--- src/rtl/seq_multiplier_if.sv ---
// Handshake and data bundle between an ALU request source and the iterative multiplier.
// The master issues start/operands/funct; the slave returns busy/done and the {HI,LO} product.
interface seq_multiplier_if #(
  parameter int WIDTH = 32
);
  logic                 start;
  logic [WIDTH-1:0]     dataA;
  logic [WIDTH-1:0]     dataB;
  logic [5:0]           Signal;
  logic                 busy;
  logic                 done;
  logic [2*WIDTH-1:0]   dataOut;

  modport master (
    output start, dataA, dataB, Signal,
    input  busy, done, dataOut
  );

  modport slave (
    input  start, dataA, dataB, Signal,
    output busy, done, dataOut
  );
endinterface

--- src/rtl/seq_multiplier.sv ---
// Iterative shift-add multiplier for MULT/MULTU: fixed WIDTH+1 cycle latency,
// sign handled by multiplying magnitudes and negating the 2*WIDTH result at the end.
module seq_multiplier #(
  parameter int WIDTH     = 32,
  parameter bit SIGNED_EN = 1'b1
) (
  input  logic             clk,
  input  logic             reset,
  seq_multiplier_if.slave  bus
);

  localparam int         CNT_W      = $clog2(WIDTH + 1);
  localparam logic [5:0] FUNCT_MULT = 6'b011000;

  typedef enum logic [1:0] {
    IDLE = 2'd0,
    RUN  = 2'd1,
    FIN  = 2'd2
  } state_e;

  state_e               state_q, state_d;
  logic [CNT_W-1:0]     cnt_q, cnt_d;
  logic [2*WIDTH-1:0]   mcnd_q, mcnd_d;
  logic [WIDTH-1:0]     mpr_q, mpr_d;
  logic [2*WIDTH-1:0]   acc_q, acc_d;
  logic                 neg_q, neg_d;
  logic [2*WIDTH-1:0]   data_out_q, data_out_d;
  logic                 done_q, done_d;

  logic                 accept;
  logic                 last_iter;
  logic                 sgn;
  logic [WIDTH-1:0]     mag_a;
  logic [WIDTH-1:0]     mag_b;

  assign accept    = (state_q == IDLE) && bus.start;
  assign last_iter = (cnt_q == CNT_W'(WIDTH - 1));
  assign sgn       = SIGNED_EN && (bus.Signal == FUNCT_MULT);
  // The magnitude of the most negative value wraps to itself, which is correct read as unsigned.
  assign mag_a     = (sgn && bus.dataA[WIDTH-1]) ? -bus.dataA : bus.dataA;
  assign mag_b     = (sgn && bus.dataB[WIDTH-1]) ? -bus.dataB : bus.dataB;

  // NOTE: sequential state uses non-blocking assignments so every register samples pre-edge values.
  always_ff @(posedge clk or negedge reset) begin
    if (!reset) state_q <= IDLE;
    else        state_q <= state_d;
  end

  // NOTE: every always_comb output gets a default first so no path can infer a latch.
  always_comb begin
    state_d = state_q;
    unique case (state_q)
      IDLE:    if (bus.start) state_d = RUN;
      RUN:     if (last_iter) state_d = FIN;
      FIN:     state_d = IDLE;
      default: state_d = IDLE;
    endcase
  end

  always_comb begin
    bus.busy = (state_q == RUN) || (state_q == FIN);
  end

  always_comb begin
    cnt_d      = cnt_q;
    mcnd_d     = mcnd_q;
    mpr_d      = mpr_q;
    acc_d      = acc_q;
    neg_d      = neg_q;
    data_out_d = data_out_q;
    done_d     = 1'b0;
    if (accept) begin
      cnt_d  = '0;
      mcnd_d = {{WIDTH{1'b0}}, mag_a};
      mpr_d  = mag_b;
      acc_d  = '0;
      neg_d  = sgn && (bus.dataA[WIDTH-1] ^ bus.dataB[WIDTH-1]);
    end else if (state_q == RUN) begin
      acc_d  = acc_q + (mpr_q[0] ? mcnd_q : '0);
      mcnd_d = mcnd_q << 1;
      mpr_d  = mpr_q >> 1;
      cnt_d  = cnt_q + CNT_W'(1);
    end else if (state_q == FIN) begin
      data_out_d = neg_q ? -acc_q : acc_q;
      done_d     = 1'b1;
    end
  end

  always_ff @(posedge clk or negedge reset) begin
    if (!reset) begin
      cnt_q      <= '0;
      mcnd_q     <= '0;
      mpr_q      <= '0;
      acc_q      <= '0;
      neg_q      <= 1'b0;
      data_out_q <= '0;
      done_q     <= 1'b0;
    end else begin
      cnt_q      <= cnt_d;
      mcnd_q     <= mcnd_d;
      mpr_q      <= mpr_d;
      acc_q      <= acc_d;
      neg_q      <= neg_d;
      data_out_q <= data_out_d;
      done_q     <= done_d;
    end
  end

  assign bus.done    = done_q;
  assign bus.dataOut = data_out_q;

endmodule

--- src/flat_wrapper.sv ---
// flat-port wrapper written by rule: the top's interface ports become plain ports
module seq_multiplier_flat 
#(
  parameter int WIDTH     = 32,
  parameter bit SIGNED_EN = 1'b1
)
  (clk, reset, bus_start, bus_dataA, bus_dataB, bus_Signal, bus_busy, bus_done, bus_dataOut);
  seq_multiplier_if #(.WIDTH(WIDTH)) bus_i ();
  input  logic clk;
  input  logic reset;
  input wire logic [$bits(bus_i.start)-1:0] bus_start;
  input wire logic [$bits(bus_i.dataA)-1:0] bus_dataA;
  input wire logic [$bits(bus_i.dataB)-1:0] bus_dataB;
  input wire logic [$bits(bus_i.Signal)-1:0] bus_Signal;
  output wire logic [$bits(bus_i.busy)-1:0] bus_busy;
  output wire logic [$bits(bus_i.done)-1:0] bus_done;
  output wire logic [$bits(bus_i.dataOut)-1:0] bus_dataOut;
  assign bus_i.start = bus_start;
  assign bus_i.dataA = bus_dataA;
  assign bus_i.dataB = bus_dataB;
  assign bus_i.Signal = bus_Signal;
  assign bus_busy = bus_i.busy;
  assign bus_done = bus_i.done;
  assign bus_dataOut = bus_i.dataOut;
  seq_multiplier #(.WIDTH(WIDTH), .SIGNED_EN(SIGNED_EN)) u_core (.clk(clk), .reset(reset), .bus(bus_i));
endmodule
--- config.mk ---
export PLATFORM = sky130hd
export DESIGN_NAME = seq_multiplier_flat
export DESIGN_NICKNAME = d
export VERILOG_FILES = /design/src/rtl/seq_multiplier_if.sv /design/src/rtl/seq_multiplier.sv /design/src/flat_wrapper.sv
export SDC_FILE = /design/constraint.sdc
export NUM_CORES = 1
export LEC_CHECK = 0
export ABC_AREA = 1
export CAP_MARGIN = 15
export CORE_ASPECT_RATIO = 1.75
export CORE_MARGIN = 5
export CORE_UTILIZATION = 60
export CTS_CLUSTER_SIZE = 28
export DETAILED_ROUTE_END_ITERATION = 16
export HOLD_SLACK_MARGIN = 0.12
export PLACE_DENSITY = 0.81
export SLEW_MARGIN = 20
export SYNTH_ARGS = -nofsm -noshare
export SYNTH_HDL_FRONTEND = slang
export SYNTH_SLANG_ARGS = --single-unit
--- constraint.sdc ---
create_clock -name clk -period 4.8 [get_ports clk]
set_clock_uncertainty 0.1 [all_clocks]
set_input_delay 0.96 -clock clk [delete_from_list [all_inputs] [get_ports clk]]
set_output_delay 0.96 -clock clk [all_outputs]
set_load 0.1 [all_outputs]
Word-level counts from Yosys, hierarchy flattened
Cells that the tools add are included.

word-level totals
  flip-flop bits (word level) = 234
  latch bits = 0
  RAM bits = 0
  memory bits (read-only) = 0
  input bits = 73
  output and inout bits = 66
  memories kept = 0

operators by class
  $add $sub $neg = 5
  multipliers = 0
  divide/modulo/power cells = 0
  magnitude comparators = 0
  equal/unequal tests = 6
  shifts and indexed selects = 0
  muxes and demuxes = 18
  bitwise gates (word level) = 3
  reductions and logical operators = 9

operator list
  kind                                                                      count
  64-bit 2-to-1 mux                                                         6
  32-bit 2-to-1 mux                                                         4
  64-bit adder                                                              1
  32-bit negation                                                           2
  64-bit negation                                                           1
  6-bit by 5-bit == test with 1-bit output (second input constant)          2
  6-bit 2-to-1 mux                                                          2
  6-bit by 1-bit adder with 6-bit output (second input constant)            1
  1-bit logical AND                                                         4
  2-bit 2-to-1 mux                                                          2
  2-bit case mux with 2 select lines                                        1
  1-bit 2-to-1 mux                                                          3
  3-bit AND reduction                                                       1
  2-bit by 1-bit == test with 1-bit output (second input constant)          1
  2-bit == test (second input constant)                                     1
  2-bit zero test                                                           1
  2-bit by 1-bit inequality test with 1-bit output (second input constant)  1
  2-bit inequality test (second input constant)                             1
  1-bit NOT                                                                 2
  2-bit AND reduction                                                       1
  2-bit nonzero test                                                        1
  1-bit logical OR                                                          1
  1-bit XOR                                                                 1

Logic depth before layout (Yosys ltp)
  depth after elaboration = 4
  gate-level depth with buffers = 21
  gate-level depth less buffers = 19

Least setup slack after synthesis
OpenSTA, ideal clock, no wires.

  path kind = register -> register
  start = register u_core.mpr_q[0]
  end = register u_core.acc_q[50]
  library setup time = 0.118 ns
  arrival time = 2.461 ns
  data required time = 4.582 ns
  path slack = 2.121 ns
  stages on the path, launching flop included = 20
  buffers on the path = 2
  cells stage by stage = dfrtp_1 -> clkbuf_1 -> clkbuf_1 -> nand2_1 -> inv_1 -> ha_1 -> inv_1 -> fa_1 -> inv_1 -> nand3_1 -> nor2_1 -> nand2_1 -> nand3_1 -> nand2_1 -> nand2_1 -> nand3_1 -> nand2_1 -> nand2_1 -> nand3_1 -> nand2_1

between the ends
  cells in the longest elaborated chain, start to end = 4

ends and longest elaborated chain
  element                   line                   text
  start: declaration        seq_multiplier.sv:24   logic [WIDTH-1:0] mpr_q, mpr_d;
  start signal: assignment  seq_multiplier.sv:101  mpr_q <= mpr_d;
  64-bit 2-to-1 mux         seq_multiplier.sv:79   acc_d = acc_q + (mpr_q[0] ? mcnd_q : '0);
  64-bit adder              seq_multiplier.sv:79
  64-bit 2-to-1 mux         seq_multiplier.sv:78   end else if (state_q == RUN) begin
  64-bit 2-to-1 mux         seq_multiplier.sv:72   if (accept) begin
  end signal: assignment    seq_multiplier.sv:94   acc_q <= '0;
  end signal: assignment    seq_multiplier.sv:102  acc_q <= acc_d;
  end: declaration          seq_multiplier.sv:25   logic [2*WIDTH-1:0] acc_q, acc_d;

No other way between the ends. The select of a mux whose other input is x is not followed.
A chain may end at the register's enable or synchronous reset.

Worst setup path in the final report
  start = register u_core.state_q[1]
  end = output port bus_busy

between the ends
  cells in the longest elaborated chain, start to end = 2
  elaborated cells between the ends (all ways) = 3
  classes of those cells = eq/ne: 2; reduce/logical: 1

ends and longest elaborated chain
  element                                                                           line                  text
  start: declaration                                                                seq_multiplier.sv:21  state_e state_q, state_d;
  start signal: assignment                                                          seq_multiplier.sv:46  else state_q <= state_d;
  2-bit by 1-bit == test with 1-bit output / 2-bit == test (equally long branches)  seq_multiplier.sv:61  bus.busy = (state_q == RUN) || (state_q == FIN);
  1-bit logical OR (*)                                                              seq_multiplier.sv:61
  end: declaration                                                                  flat_wrapper.sv:15    output wire logic [$bits(bus_i.busy)-1:0] bus_busy;

Every way passes the cells marked *; elsewhere a longest branch is shown, timed or not.

==> out/qor.tcl <==
set qor(run_status) {finished clean}
set qor(ff2ff_setup_slack_ns) 1.39
set qor(achievable_clock_frequency_mhz) 287
set qor(critical_path.slowest_cell) {clkdlybuf4s50_1}
set qor(floorplan.die.height_um) 247
set qor(cp_cell_instances) {inv_1 -> ha_1 -> clkdlybuf4s50_1}
set qor(fraction_of_registers_with_async_set_or_reset_after_synthesis) 1.00
set qor(dominantRegCellSynth) {dfrtp_1}
set qor(cts.reportedPaths.clkPinSlew_ns) 0.06
set qor(max-clock-path-buffers) 3
set qor(finalNetCount) 3427
set qor(critical_path.n_buffers_inverters) 2
set qor(htree_levels) 1
set qor(tightestPinTransition_ns) 1.04
set qor(io_buffers) 138
set qor(leakagePower_uw) 0.0121
set qor(critPathCaptureType) {output port}
set qor(floorplan.rows) 86
set qor(synthesis.yosys.warnings) 0
set qor(met2_wirelength_um) 33000
set qor(final_max_slew_viol_count) 0
set qor(die_boundary_width_um) 145
set qor(power.density_nw_per_um2) 634
set qor(wire_length_of_the_first_global_routing_pass_um) 105000
set qor(ys_ff_latch) 234
set qor(num_ports) 139
set qor(rsz0062_at_grt) {no}
set qor(synth_sequential_area_ratio) 0.305
set qor(pin_count_of_the_biggest_net_entering_global_routing) 119
set qor(syn_avg_cell_area_um2) 6.05
set qor(drtIter0Drc) 1554
set qor(report.final.setup_viol) 0
set qor(layout_worst_path_cycle_share) 0.727
set qor(first_global_vias) 20500
set qor(globalRouteTotalUtil) 0.363
set qor(detailroute.via_count) 21000
set qor(number_of_fillers_in_the_final_layout) 2904
set qor(met3RoutedLength_um) 4170
set qor(overflow_left_after_global_routing) 0
set qor(routed_wire_length_per_instance_um) 18.2
set qor(remaining_drc_errors) 0
set qor(cts_buffers) 24
set qor(signed_area_change_from_the_synthesized_netlist_to_the_final_layout_pct) 13.4
set qor(post-cts-setup-buffers) 0
set qor(slew_headroom) 0.306
set qor(synth.cell_area_um2) 19200
set qor(worst-path-max-fanout) 3
set qor(route.top_layer_used) {met4}
set qor(place_hpwl_um) 52500
set qor(antenna_found_initial) 0
set qor(placeableCoreArea_um2) 31600
set qor(starting_utilization_of_the_core_area) 0.608
set qor(tritoncts_clock_tree) {built}
set qor(viasPerCell) 5.68
set qor(max_cap_viol_count) 0
set qor(clkSinkCount) 234
set qor(final.setup.tns_ns) 0
set qor(finalHoldViolations) 0
set qor(critical-path-max-stage-delay_ns) 1.13
set qor(worst_path_dominant_cell_family) {buffers and inverters}
set qor(wl_met1_um) 22100
set qor(final_layout_size_suffix_gt1_frac) 0.0348
set qor(worst_ir_drop_vdd_v) 0.000865
set qor(clockRootBuffer) {clkbuf_16}
set qor(hp-class) {primary input to asynchronous set/reset pin}
set qor(dr.pass1.iters) 8
set qor(die-area_um2) 35900
set qor(cts_hold_buf) 0
set qor(cp.arrival_ns) 2.43
set qor(p_total_uw) 13800
set qor(finalWeightedCongestion) 1.08
set qor(cts_resized) 0
set qor(period_minus_slack_ns) 3.49
set qor(ant_nets) 0
set qor(total_wire_length_after_detailed_routing_um) 67100
set qor(clock_insertion_delay_worst_skew_ns) 0.55
set qor(synth_enable_flop_cells) 0
set qor(mappedNetlistNets) 3324
set qor(synth_cell_type_count) 50
set qor(synthCells) 3179
set qor(timing.setup.critical_path_class) {flip-flop to output port}
set qor(worstPathRequired_ns) 3.74
set qor(n_antenna_cell) 0
set qor(critPathLaunchType) {flip-flop}
## cells in the final DEF, fill, tap and decap left out, types with 10 or more instances in the layout
cell type	instances
o22ai_1	58
o21bai_1	19
inv_2	13
o21ai_1	15
o211ai_1	19
o21ai_0	133
ha_1	70
a21oi_1	97
nand4_1	42
nor2_2	10
buf_4	15
xor2_1	40
clkbuf_16	25
nor2_1	258
inv_1	608
clkdlybuf4s50_1	137
dfrtp_1	232
nand2_1	1133
o221ai_1	11
nand3_1	240
nor3_1	29
## path summary, 6_finish.rpt
| check | cells after the start | to | start |
|---|---|---|---|
| min in group clk | 2 | u_core.bus.dataOut[57] | u_core.bus.dataOut[57] |
| worst max register to register | 15 | u_core.acc_q[52] | u_core.mpr_q[0] |
| worst min register to register | 2 | u_core.bus.dataOut[57] | u_core.bus.dataOut[57] |
| worst max-delay path | 3 | bus_busy | u_core.state_q[1] |
| worst min-delay path | 1 | u_core.bus.dataOut[63] | reset |
| max in group asynchronous | 2 | u_core.bus.dataOut[3] | reset |
## cells by family after synthesis
kind of cell | Yosys count | synth area share
and+or+nand+nor | 1754 | 0.376
AOI/OAI and AO/OA | 378 | 0.114
xor gates and xnor gates | 41 | 0.0187
adders and majority gates | 72 | 0.0473
DFF | 234 | 0.305
buffers and inverters | 700 | 0.139
## worst register-to-register path, delay by kind of cell, from the launching register on
kind | cells | cell delay (ns)
buffers and inverters | 3 | 0.62
AND/OR/NAND/NOR | 11 | 1.50
adder cells (fa/ha/maj) | 1 | 0.37
flip-flops | 1 | 0.71
## flip-flops by register name, indices dropped and copies added, names as in the netlist
signal and flops:
u_core.acc_q 64, u_core.bus.dataOut 64, u_core.mcnd_q 64, u_core.mpr_q 32, u_core.cnt_q 6, u_core.state_q 2
u_core.bus.done 1, u_core.neg_q 1
## synth_stat cells, types with 4 or more instances
library cell  instances  area share
nand2_1            1133        0.22
inv_1               609        0.12
nor2_1              258       0.050
nand3_1             240       0.062
dfrtp_1             234        0.30
o21ai_0             133       0.035
a21oi_1              97       0.025
ha_1                 71       0.046
o22ai_1              58       0.019
clkbuf_1             48      0.0094
nand4_1              42       0.014
xor2_1               40       0.018
nor3_1               29      0.0076
o211ai_1             19      0.0074
o21bai_1             19      0.0074
buf_2                15      0.0039
o21ai_1              15      0.0039
inv_2                12      0.0023
nor2_2               12      0.0039
o221ai_1             11      0.0050
buf_1                10      0.0020
a31oi_1               9      0.0029
nor4_1                9      0.0029
nand3b_1              6      0.0023
nand2_2               5      0.0016
nor2_4                5      0.0029
nand3_2               4      0.0021
## layer usage
metal / GRT usage / vias up
met5: 0 / -
met1: 0.364 / 9509
li1: - / 10100
met4: 0.337 / 0
met3: 0.0418 / 364
met2: 0.649 / 1021
## stage by stage
stage / utilization / hold WS (ns) / area, um^2 / setup WS (ns) / instances
after floorplan: - / 0.335 / 19200 / 2.12 / 3179
after global placement: 0.662 / 0.355 / 20900 / 1.31 / 3652
after detailed placement: 0.662 / 0.365 / 20900 / 1.29 / 3652
after CTS: 0.689 / 0.381 / 21800 / 1.28 / 3696
after global routing: 0.689 / 0.400 / 21800 / 1.05 / 3696
final: 0.689 / 0.339 / 21800 / 1.31 / 3696
## final cells by class
class                      count  area [um^2]  share of cell area
clock buffer                  30          654              0.0300
clock inverter                14          204             0.00935
inverter                     621         2330               0.107
multi-input combinational   2245        10700               0.491
sequential                   234         5860               0.269
tap                          396          495              0.0227
timing repair buffer         156         1560              0.0715
## power by group
part	total [uW]	internal, uW	switching (uW)
Clock	2090	1240	852
Combinational	8110	2280	5830
Sequential	3630	2730	898
Total	13800	6250	7580
(Power assumes the default switching activity.)
==> RTL edit (same flow settings) <==
Make the reset (`reset`) synchronous in 2 clocked blocks.
--- a/src/rtl/seq_multiplier.sv
+++ b/src/rtl/seq_multiplier.sv
@@ -41,7 +41,7 @@
   assign mag_b     = (sgn && bus.dataB[WIDTH-1]) ? -bus.dataB : bus.dataB;
 
   // NOTE: sequential state uses non-blocking assignments so every register samples pre-edge values.
-  always_ff @(posedge clk or negedge reset) begin
+  always_ff @(posedge clk) begin
     if (!reset) state_q <= IDLE;
     else        state_q <= state_d;
   end
@@ -86,7 +86,7 @@
     end
   end
 
-  always_ff @(posedge clk or negedge reset) begin
+  always_ff @(posedge clk) begin
     if (!reset) begin
       cnt_q      <= '0;
       mcnd_q     <= '0;
Formal check against the unedited RTL: differs if reset is asserted again (counterexample within 4 cycles, from zero or initial values and one cycle with reset low); with reset held inactive, the same outputs for 10 cycles.
==> RTL edit against the unedited design <==
Final cell count up 8.8%; design area up 0.73%; synthesized cell count up 11%; routed wire length up 6.0%; sequential cell count unchanged; worst setup slack worse by 0.066 ns; via count up 6.0%; synthesized area up 1.8%; power down 14%; register-to-register slack better by 0.04 ns; sequential share of layout area down 5.5 points; highest routed layer unchanged.
==> RTL edit: results (changes against the unedited design) <==
Parameter                              Value

Drt
  Routed len/inst ... 17.7 um (-2.6%)
  Via density per instance ... 5.53 (-2.6%)
  First-pass iteration count of the detailed router ... 6 (-2)
  Number of DRC markers after the initial detailed-route iteration ... 1697 (+9.2%)
  Number of vias after detailed routing ... 22300 (+6.0%)

Setup path
  Critical path data arrival time ... 2.49 ns (+0.06 ns)
  Critical path's slowest cell ... clkdlybuf4s50_1
  Dominant delay contributor by cell family on the critical path ... buffers and inverters
  Top fanout value on the critical path ... 4 (+1)

Placement
  Number of instances in the placed design ... 3982 (+9.0%)
  Global placement routability congestion ... 1.12 (+4.1%)
  # port buffers ... 138 (unchanged)
  Setup slack at placement ... 1.26 ns (-0.0329 ns)
  Dpl hpwl ... 57200 um (+8.9%)
  Cell Area, Placed ... 21200 um2 (+1.1%)

Clocking
  H-tree levels ... 1 (unchanged)
  Clock-pin slew reported for the worst setup and hold paths after clock tree synthesis ... 0.06 ns (about the same)
  Clock insertion delay at the later pin of the skew report ... 0.57 ns (+0.02 ns)
  Setup Buffers After CTS ... 0 (unchanged)
  Number of clock buffers inserted by TritonCTS ... 23 (-4.2%)

Pwr
  Largest vdd supply drop ... 0.486 mV (-44%)
  LEAKAGE ... 0.0119 uW (-1.8%)
  Fraction of power spent switching nets ... 0.546 (-0.00178)

Yosys
  Average instance area after synthesis ... 5.54 um2 (-8.4%)
  Share of flip-flops with an asynchronous set or reset ... 0 (-1.00)
  Most frequently used flop master after synthesis ... dfxtp_1
  Fraction of the yosys area taken by sequential cells ... 0.239 (-0.0652)
  Post-Synth Adder-Cell Area ... 0.0464 (-0.000822)
  Largest cells by area after synthesis ... dfxtp_1, nand2_1, inv_1, nor2_1, a21oi_1
  Count of distinct cell types in the synthesized netlist ... 47 (-6.0%)
  Leading post-synthesis cells by instance count ... nand2_1, inv_1, nor2_1
  YS warnings ... 0 (unchanged)
  Compound-cell area share of the yosys netlist ... 0.124 (+0.00946)
  Post-synthesis xor/xnor area fraction ... 0.0376 (+0.0189)
  Mapped Nets ... 3678 (+11%)

Cells and area
  Share of cells above drive strength 1 ... 0.0342 (-0.000623)
  Net count reported at finish ... 3752 (+9.5%)
  Fill cell total of the finished layout ... 3044 (+4.8%)

GRT
  Pin count of the biggest net entering global routing ... 98 (-18%)
  Total Routing Usage GR ... 0.375 (+0.0113)
  Global-route wire length before repair ... 110000 um (+5.2%)

Outcome
  Status ... finished, final reports clean

Hold path
  Hold Path Class ... register to register

Timing
  Slew HR ... 0.321 (+0.0146)
RTL edit: final timing paths:
check | startpoint | depth (start not counted) | slack [ns] | to
worst max register to register | u_core.mpr_q[0] | 15 | 1.43 | u_core.acc_q[45]
worst min-delay path | u_core.mpr_q[22] | 2 | 0.37 | u_core.mpr_q[22]
worst max-delay path | u_core.state_q[0] | 3 | 1.25 | bus_busy
worst min register to register | u_core.mpr_q[22] | 2 | 0.37 | u_core.mpr_q[22]
RTL edit: layer usage:
layer / up-vias / GRT usage / part of all wire
met3: 374 / 0.0504 / 0.054
met2: 970 / 0.693 / 0.50
met4: 0 / 0.356 / 0.12
met1: 9890 / 0.343 / 0.33
li1: 11000 / - / -
met5: - / 0 / 0
RTL edit: power by group through the flow:
stage	clock (uW)	sequential [uW]	combinational, uW
2_1_floorplan	0	4070	3730
5_1_grt	2010	3120	7330
3_3_place_gp	0	3080	6550
6_report	1930	3090	6820
4_1_cts	1930	3060	6700
3_5_place_dp	0	3100	6660
RTL edit: cell type report:
cell class              count  area, um2  share of cell area
multi-input cells        2534      12000               0.547
flip-flops and latches    234       4690               0.213
inverters                 662       2490               0.113
clock buffers              32        669              0.0305
repair buffers            152       1490              0.0680
well taps                 400        500              0.0228
clock inverters             9        108             0.00490
RTL edit: through the flow:
| step | hold slack (ns) | util |
|---|---|---|
| after global placement | 0.353 | 0.657 |
| after detailed placement | 0.357 | 0.657 |
| after CTS | 0.366 | 0.682 |
| after global routing | 0.384 | 0.682 |
| final | 0.366 | 0.682 |
| after floorplan | 0.341 | - |
RTL edit: worst register-to-register path: cells and delay by family, from the launching register on:
family	cells	cell delay (ns)
and+or+nand+nor	12	2.28
buffers and inverters	2	0.12
DFF	1	0.59
adders and majority gates	1	0.20
